==> src/rtl/int_mul_wb_queue_if.sv <==
// Bundles the issue, multiplier-result, writeback and hazard-check signals
// of the multiplier writeback queue.
interface int_mul_wb_queue_if #(
  parameter int unsigned N     = 32,
  parameter int unsigned TAG_W = 5
);
  logic             iss_fire;
  logic [TAG_W-1:0] iss_rd;
  logic             tag_full;
  logic             mul_valid;
  logic             mul_ready;
  logic [N-1:0]     mul_y;
  logic             wb_valid;
  logic             wb_ready;
  logic [TAG_W-1:0] wb_rd;
  logic [N-1:0]     wb_data;
  logic [TAG_W-1:0] chk_rs1;
  logic [TAG_W-1:0] chk_rs2;
  logic             rs1_hit;
  logic             rs2_hit;

  // Pipeline side: issue, multiplier, writeback port and decode
  modport master (
    output iss_fire, iss_rd, mul_valid, mul_y, wb_ready, chk_rs1, chk_rs2,
    input  tag_full, mul_ready, wb_valid, wb_rd, wb_data, rs1_hit, rs2_hit
  );

  // Queue side
  modport slave (
    input  iss_fire, iss_rd, mul_valid, mul_y, wb_ready, chk_rs1, chk_rs2,
    output tag_full, mul_ready, wb_valid, wb_rd, wb_data, rs1_hit, rs2_hit
  );
endinterface

==> src/rtl/int_mul_wb_queue.sv <==
// Multiplier writeback queue: tags each issued multiply with its destination
// register, pairs the tag with the multiplier result, buffers tagged results
// for the register-file writeback port and flags pending destinations so
// decode can stall dependent instructions.
module int_mul_wb_queue #(
  parameter int unsigned N     = 32,
  parameter int unsigned DEPTH = 4,
  parameter int unsigned TAG_W = 5
) (
  input  logic              clk,
  input  logic              reset,
  int_mul_wb_queue_if.slave bus
);

  localparam int unsigned PW = $clog2(DEPTH);
  localparam int unsigned CW = PW + 1;
  localparam logic [CW-1:0] FULL_CNT = CW'(DEPTH);

  logic [TAG_W-1:0] tag_mem [DEPTH];
  logic [PW-1:0]    tag_wp, tag_rp;
  logic [CW-1:0]    tag_cnt;

  logic [TAG_W-1:0] res_rd_mem   [DEPTH];
  logic [N-1:0]     res_data_mem [DEPTH];
  logic [PW-1:0]    res_wp, res_rp;
  logic [CW-1:0]    res_cnt;

  logic             tag_push, tag_pop, mul_fire;
  logic             res_push, res_pop, wb_valid_i;
  logic [TAG_W-1:0] tag_head;

  // Handshake decode; status flags come only from registered counts
  always_comb begin
    bus.tag_full  = (tag_cnt == FULL_CNT);
    bus.mul_ready = (res_cnt != FULL_CNT);
    wb_valid_i    = (res_cnt != '0);
    tag_push      = bus.iss_fire && !bus.tag_full;
    mul_fire      = bus.mul_valid && bus.mul_ready;
    tag_pop       = mul_fire && (tag_cnt != '0);
    tag_head      = tag_mem[tag_rp];
    res_push      = tag_pop && (tag_head != '0);
    res_pop       = wb_valid_i && bus.wb_ready;
  end

  // Tag FIFO storage
  always_ff @(posedge clk) begin
    if (tag_push) tag_mem[tag_wp] <= bus.iss_rd;
  end

  // Tag FIFO pointers and occupancy
  always_ff @(posedge clk or posedge reset) begin
    if (reset) begin
      tag_wp  <= '0;
      tag_rp  <= '0;
      tag_cnt <= '0;
    end else begin
      if (tag_push) tag_wp <= tag_wp + 1'b1;
      if (tag_pop)  tag_rp <= tag_rp + 1'b1;
      case ({tag_push, tag_pop})
        2'b10:   tag_cnt <= tag_cnt + 1'b1;
        2'b01:   tag_cnt <= tag_cnt - 1'b1;
        default: tag_cnt <= tag_cnt;
      endcase
    end
  end

  // Result FIFO storage
  always_ff @(posedge clk) begin
    if (res_push) begin
      res_rd_mem[res_wp]   <= tag_head;
      res_data_mem[res_wp] <= bus.mul_y;
    end
  end

  // Result FIFO pointers and occupancy
  always_ff @(posedge clk or posedge reset) begin
    if (reset) begin
      res_wp  <= '0;
      res_rp  <= '0;
      res_cnt <= '0;
    end else begin
      if (res_push) res_wp <= res_wp + 1'b1;
      if (res_pop)  res_rp <= res_rp + 1'b1;
      case ({res_push, res_pop})
        2'b10:   res_cnt <= res_cnt + 1'b1;
        2'b01:   res_cnt <= res_cnt - 1'b1;
        default: res_cnt <= res_cnt;
      endcase
    end
  end

  // Writeback head; forced to zero while empty so reset and drain look clean
  always_comb begin
    bus.wb_valid = wb_valid_i;
    bus.wb_rd    = wb_valid_i ? res_rd_mem[res_rp]   : '0;
    bus.wb_data  = wb_valid_i ? res_data_mem[res_rp] : '0;
  end

  // Pending-destination match over every occupied slot of both FIFOs
  always_comb begin : hazard
    logic          hit1, hit2;
    logic [PW-1:0] t_off, r_off;
    hit1  = 1'b0;
    hit2  = 1'b0;
    t_off = '0;
    r_off = '0;
    for (int unsigned i = 0; i < DEPTH; i++) begin
      // Slot i is occupied when its distance from the read pointer is below the count
      t_off = PW'(i) - tag_rp;
      if ({1'b0, t_off} < tag_cnt) begin
        if (tag_mem[i] == bus.chk_rs1) hit1 = 1'b1;
        if (tag_mem[i] == bus.chk_rs2) hit2 = 1'b1;
      end
      r_off = PW'(i) - res_rp;
      if ({1'b0, r_off} < res_cnt) begin
        if (res_rd_mem[i] == bus.chk_rs1) hit1 = 1'b1;
        if (res_rd_mem[i] == bus.chk_rs2) hit2 = 1'b1;
      end
    end
    bus.rs1_hit = (bus.chk_rs1 != '0) && hit1;
    bus.rs2_hit = (bus.chk_rs2 != '0) && hit2;
  end

endmodule
==> src/flat_wrapper.sv <==
// flat-port wrapper written by rule: the top's interface ports become plain ports
module int_mul_wb_queue_flat 
#(
  parameter int unsigned N     = 32,
  parameter int unsigned DEPTH = 4,
  parameter int unsigned TAG_W = 5
)
  (clk, reset, bus_iss_fire, bus_iss_rd, bus_mul_valid, bus_mul_y, bus_wb_ready, bus_chk_rs1, bus_chk_rs2, bus_tag_full, bus_mul_ready, bus_wb_valid, bus_wb_rd, bus_wb_data, bus_rs1_hit, bus_rs2_hit);
  int_mul_wb_queue_if #(.N(N), .TAG_W(TAG_W)) bus_i ();
  input  logic clk;
  input  logic reset;
  input wire logic [$bits(bus_i.iss_fire)-1:0] bus_iss_fire;
  input wire logic [$bits(bus_i.iss_rd)-1:0] bus_iss_rd;
  input wire logic [$bits(bus_i.mul_valid)-1:0] bus_mul_valid;
  input wire logic [$bits(bus_i.mul_y)-1:0] bus_mul_y;
  input wire logic [$bits(bus_i.wb_ready)-1:0] bus_wb_ready;
  input wire logic [$bits(bus_i.chk_rs1)-1:0] bus_chk_rs1;
  input wire logic [$bits(bus_i.chk_rs2)-1:0] bus_chk_rs2;
  output wire logic [$bits(bus_i.tag_full)-1:0] bus_tag_full;
  output wire logic [$bits(bus_i.mul_ready)-1:0] bus_mul_ready;
  output wire logic [$bits(bus_i.wb_valid)-1:0] bus_wb_valid;
  output wire logic [$bits(bus_i.wb_rd)-1:0] bus_wb_rd;
  output wire logic [$bits(bus_i.wb_data)-1:0] bus_wb_data;
  output wire logic [$bits(bus_i.rs1_hit)-1:0] bus_rs1_hit;
  output wire logic [$bits(bus_i.rs2_hit)-1:0] bus_rs2_hit;
  assign bus_i.iss_fire = bus_iss_fire;
  assign bus_i.iss_rd = bus_iss_rd;
  assign bus_i.mul_valid = bus_mul_valid;
  assign bus_i.mul_y = bus_mul_y;
  assign bus_i.wb_ready = bus_wb_ready;
  assign bus_i.chk_rs1 = bus_chk_rs1;
  assign bus_i.chk_rs2 = bus_chk_rs2;
  assign bus_tag_full = bus_i.tag_full;
  assign bus_mul_ready = bus_i.mul_ready;
  assign bus_wb_valid = bus_i.wb_valid;
  assign bus_wb_rd = bus_i.wb_rd;
  assign bus_wb_data = bus_i.wb_data;
  assign bus_rs1_hit = bus_i.rs1_hit;
  assign bus_rs2_hit = bus_i.rs2_hit;
  int_mul_wb_queue #(.N(N), .DEPTH(DEPTH), .TAG_W(TAG_W)) u_core (.clk(clk), .reset(reset), .bus(bus_i));
endmodule
==> config.mk <==
export PLATFORM = sky130hd
export DESIGN_NAME = int_mul_wb_queue_flat
export DESIGN_NICKNAME = d
export VERILOG_FILES = /design/src/rtl/int_mul_wb_queue_if.sv /design/src/rtl/int_mul_wb_queue.sv /design/src/flat_wrapper.sv
export SDC_FILE = /design/constraint.sdc
export NUM_CORES = 1
export LEC_CHECK = 0
export CAP_MARGIN = 10
export CORE_MARGIN = 4
export CORE_UTILIZATION = 58
export CTS_BUF_LIST = sky130_fd_sc_hd__clkbuf_8
export DETAILED_ROUTE_END_ITERATION = 12
export PLACE_DENSITY = 0.9
export REMOVE_ABC_BUFFERS = 1
export SLEW_MARGIN = 25
export SYNTH_ARGS = -nofsm -noshare
export SYNTH_HDL_FRONTEND = slang
export SYNTH_SLANG_ARGS = --single-unit
==> constraint.sdc <==
create_clock -name clk -period 3.57 [get_ports clk]
set_input_delay 0.714 -clock clk [delete_from_list [all_inputs] [get_ports clk]]
set_output_delay 0.714 -clock clk [all_outputs]
set_load 0.02 [all_outputs]
==> results.json <==
{
  "antenna_left": 0,
  "worstReg2RegStart": "u_core.tag_rp[0]",
  "cp_slowest_cell": "dfrtp_1",
  "grt_first_pass_wirelength_mm": 27.6,
  "htree_levels": 4,
  "synth_area_um2": 8420,
  "finalSetupViolCount": 0,
  "drt-total-wl_mm": 17.5,
  "start_util_pct": 60.0,
  "layout.nets": 697,
  "yosysMostFrequentCell": "edfxtp_1",
  "cpMostUsedCell": "nor4_1",
  "yosys.area.top_type_share_pct": 59.9,
  "ys_types": 36,
  "dr.first_iter.drc_count": 326,
  "peakVddDrop_mv": 0.419,
  "clk_pin_slew_ns": 0.09,
  "synthArstFlopShare_pct": 7.69,
  "syn_to_final_growth_pct": 20.6,
  "fillCellCount": 852,
  "status": "finished clean",
  "worstMarginPinSlew_ns": 1.02,
  "ys_warn_count": 0,
  "grt_antenna_before_repair": 0,
  "relSlewSlack_pct": 31.8,
  "cts_hold_buf": 0,
  "syn_area_per_cell_um2": 16.5,
  "vias": 4709,
  "grt_start_max_net_pins": 38,
  "cts_buffers": 17,
  "yosysSeqAreaShare_pct": 64.1,
  "hp-class": "reg2reg",
  "synth_top_area_cell": "edfxtp_1",
  "reg2reg_slack_ns": 0.29,
  "grt_pass1_vias": 5174,
  "drive_above_1_share_pct": 19.6,
  "fin_skew_ns": 0.0164,
  "overflow": 0,
  "diodes": 0,
  "path_cells": "xor2_1, inv_1, ha_1, nand2b_1, o22ai_1, nor4_1, nor4_1, a21oi_1, dlygate4sd2_1",
  "leakage_nw": 3.50,
  "io_buffers": 93,
  "holdWs_ns": 0.570,
  "rows": 43,
  "cts.sinks": 182,
  "crit_path_end": "bus_rs2_hit",
  "synth_edf_count": 168,
  "pwr_density_cell_nw_per_um2": 838,
  "synth_common_cells": "edfxtp_1, xnor2_1, and2_1",
  "critical_path_arrival_ns": 2.72,
  "netlist_instances": 509,
  "r2r_end": "u_core.res_cnt[2]",
  "setup.worst_path.start": "u_core.tag_rp[1]",
  "gp_congestion": 0.937,
  "via_per_inst": 5.76,
  "hpwl_mm": 12.3,
  "fp.dieH_um": 128,
  "critPathRequiredTime_ns": 2.86,
  "critPathTopFamily": "simple AND/OR/NAND/NOR gates",
  "max_cap_violations": 0,
  "path_class": "reg2out",
  "crit_cells": 9,
  "hold_viol_final": 0,
  "total_power_w": 0.00851,
  "grt_usage_pct": 22.3,
  "routedWlPerCell_um": 21.4,
  "ys_seq_elements": 182,
  "critPathCaptureType": "output pin",
  "fin_crit_sh_pct": 96.1,
  "rsz0062_at_grt": "false",
  "crit_path_start_kind": "register",
  "dr.pass1.iters": 4,
  "coreArea_um2": 14000,
  "final_core_util_pct": 72.3,
  "cts_buffer_depth": 2,
  "die_w_um": 128,
  "synthTopCellsByArea": "edfxtp_1, mux4_2, xnor2_1",
  "max_clock_freq_mhz": 291,
  "synth_ff_type": "edfxtp_1",
  "clkLatencyLatePin_ns": 0.47,
  "cts_root_buf": "clkbuf_8",
  "slowest_delay_ns": 0.44,
  "ff2ff_path_depth": 11,
  "fin_crit_ns": 3.43,
  "ios": 94,
  "crit_buf_inv": 2,
  "cts_tree": "yes",
  "drc_errors": 0,
  "drv_slew": 0,
  "crit_fanout": 4,
  "fp.dieArea_um2": 16500
}
==> worst reg2reg max path, cell delays in order, from the launching register on <==
cell,delay [ns]
dfrtp_2,0.39
buf_4,0.18
mux4_1,0.71
or4_4,0.61
o21a_4,0.24
inv_1,0.06
ha_1,0.17
inv_1,0.06
fa_1,0.37
xor2_1,0.15
nor2_1,0.12
xor2_1,0.16
==> state kept, by name, indices dropped and copies added (netlist names) <==
signal,cells
u_core.res_rd_mem,20
u_core.res_cnt,3
u_core.tag_cnt,3
u_core.res_data_mem,128
u_core.res_rp,2
u_core.res_wp,2
u_core.tag_wp,2
u_core.tag_mem,20
u_core.tag_rp,2
==> layout by cell type (no fill, tap or decap), types with 3 or more instances in the layout <==
cell type        count
dfrtp_1             11
o22ai_1              4
inv_6                6
nand2b_1             4
dfrtp_2              3
xor2_1              40
nand2_1              3
ha_1                18
buf_4               29
and2_1              42
clkbuf_8            17
clkinv_4             3
and2_2               3
mux4_2              40
o21ba_2              4
clkdlybuf4s50_1     91
inv_1               19
a21oi_1              4
xnor2_1             54
nand3_1             17
edfxtp_1           168
nor4_1              17
nor2_1               4
nor4_2               3
==> timing repair <==
item | 4_1_cts | 5_1_grt
buffers inserted | 0 | 1
gates resized for setup | 3 | 8
setup endpoints to repair | 2 | 2
hold endpoints to repair | 0 | 0
==> stage by stage <==
| stage | instances | worst slack (ns) | instance area (um^2) | TNS, ns |
|---|---|---|---|---|
| detailed placement | 785 | -0.140 | 9710 | -0.232 |
| global route | 818 | 0.00341 | 10200 | 0 |
| global placement | 785 | -0.152 | 9710 | -0.278 |
| finish | 818 | 0.139 | 10200 | 0 |
| CTS | 817 | 0.0576 | 10100 | 0 |
| floorplan | 481 | -0.238 | 8300 | -0.472 |
==> per-layer routing <==
layer	GRT usage, %	vias to the layer above	part of all wire, %
met2	40.0	157	54
met1	27.2	2388	39
li1	-	2137	-
met5	0	-	0
met3	4.19	27	4.9
met4	7.91	0	2.0
==> cell type report <==
cell class	instances	area (um^2)	area share, %
sequential	182	5400	53.2
multi-input combinational	278	2840	28.0
timing repair buffer	125	1190	11.8
clock buffer	17	234	2.30
tap	180	225	2.22
clock inverter	15	183	1.80
inverter	21	78.8	0.776
==> cell families (layout without fill, tap and decap cells) <==
family,Yosys count,in the layout,share of synthesized area [%]
DFF,182,182,64.1
and+or+nand+nor,102,102,7.30
xor gates and xnor gates,94,94,9.78
buffers and inverters,49,178,2.42
muxes,45,45,11.7
adders and majority gates,20,20,3.15
AOI/OAI and AO/OA,17,17,1.55
==> worst min path at each step <==
stage                                 start                end  slack [ns]  depth (start not counted)
after global placement     u_core.tag_rp[1]   u_core.tag_rp[1]        0.53                          1
final                      u_core.tag_rp[1]   u_core.tag_rp[1]        0.57                          1
after global routing      u_core.res_cnt[0]  u_core.res_cnt[0]        0.60                          1
after detailed placement   u_core.tag_rp[1]   u_core.tag_rp[1]        0.55                          1
after floorplan           u_core.res_cnt[0]  u_core.res_cnt[0]        0.51                          1
after CTS                  u_core.tag_rp[1]   u_core.tag_rp[1]        0.57                          1
==> power by group <==
part	switching [W]	internal, W
registers	0.000276	0.00294
logic	0.00198	0.00187
clock network	0.000794	0.000652
total	0.00305	0.00546
Power figures use the tool's default switching activity.
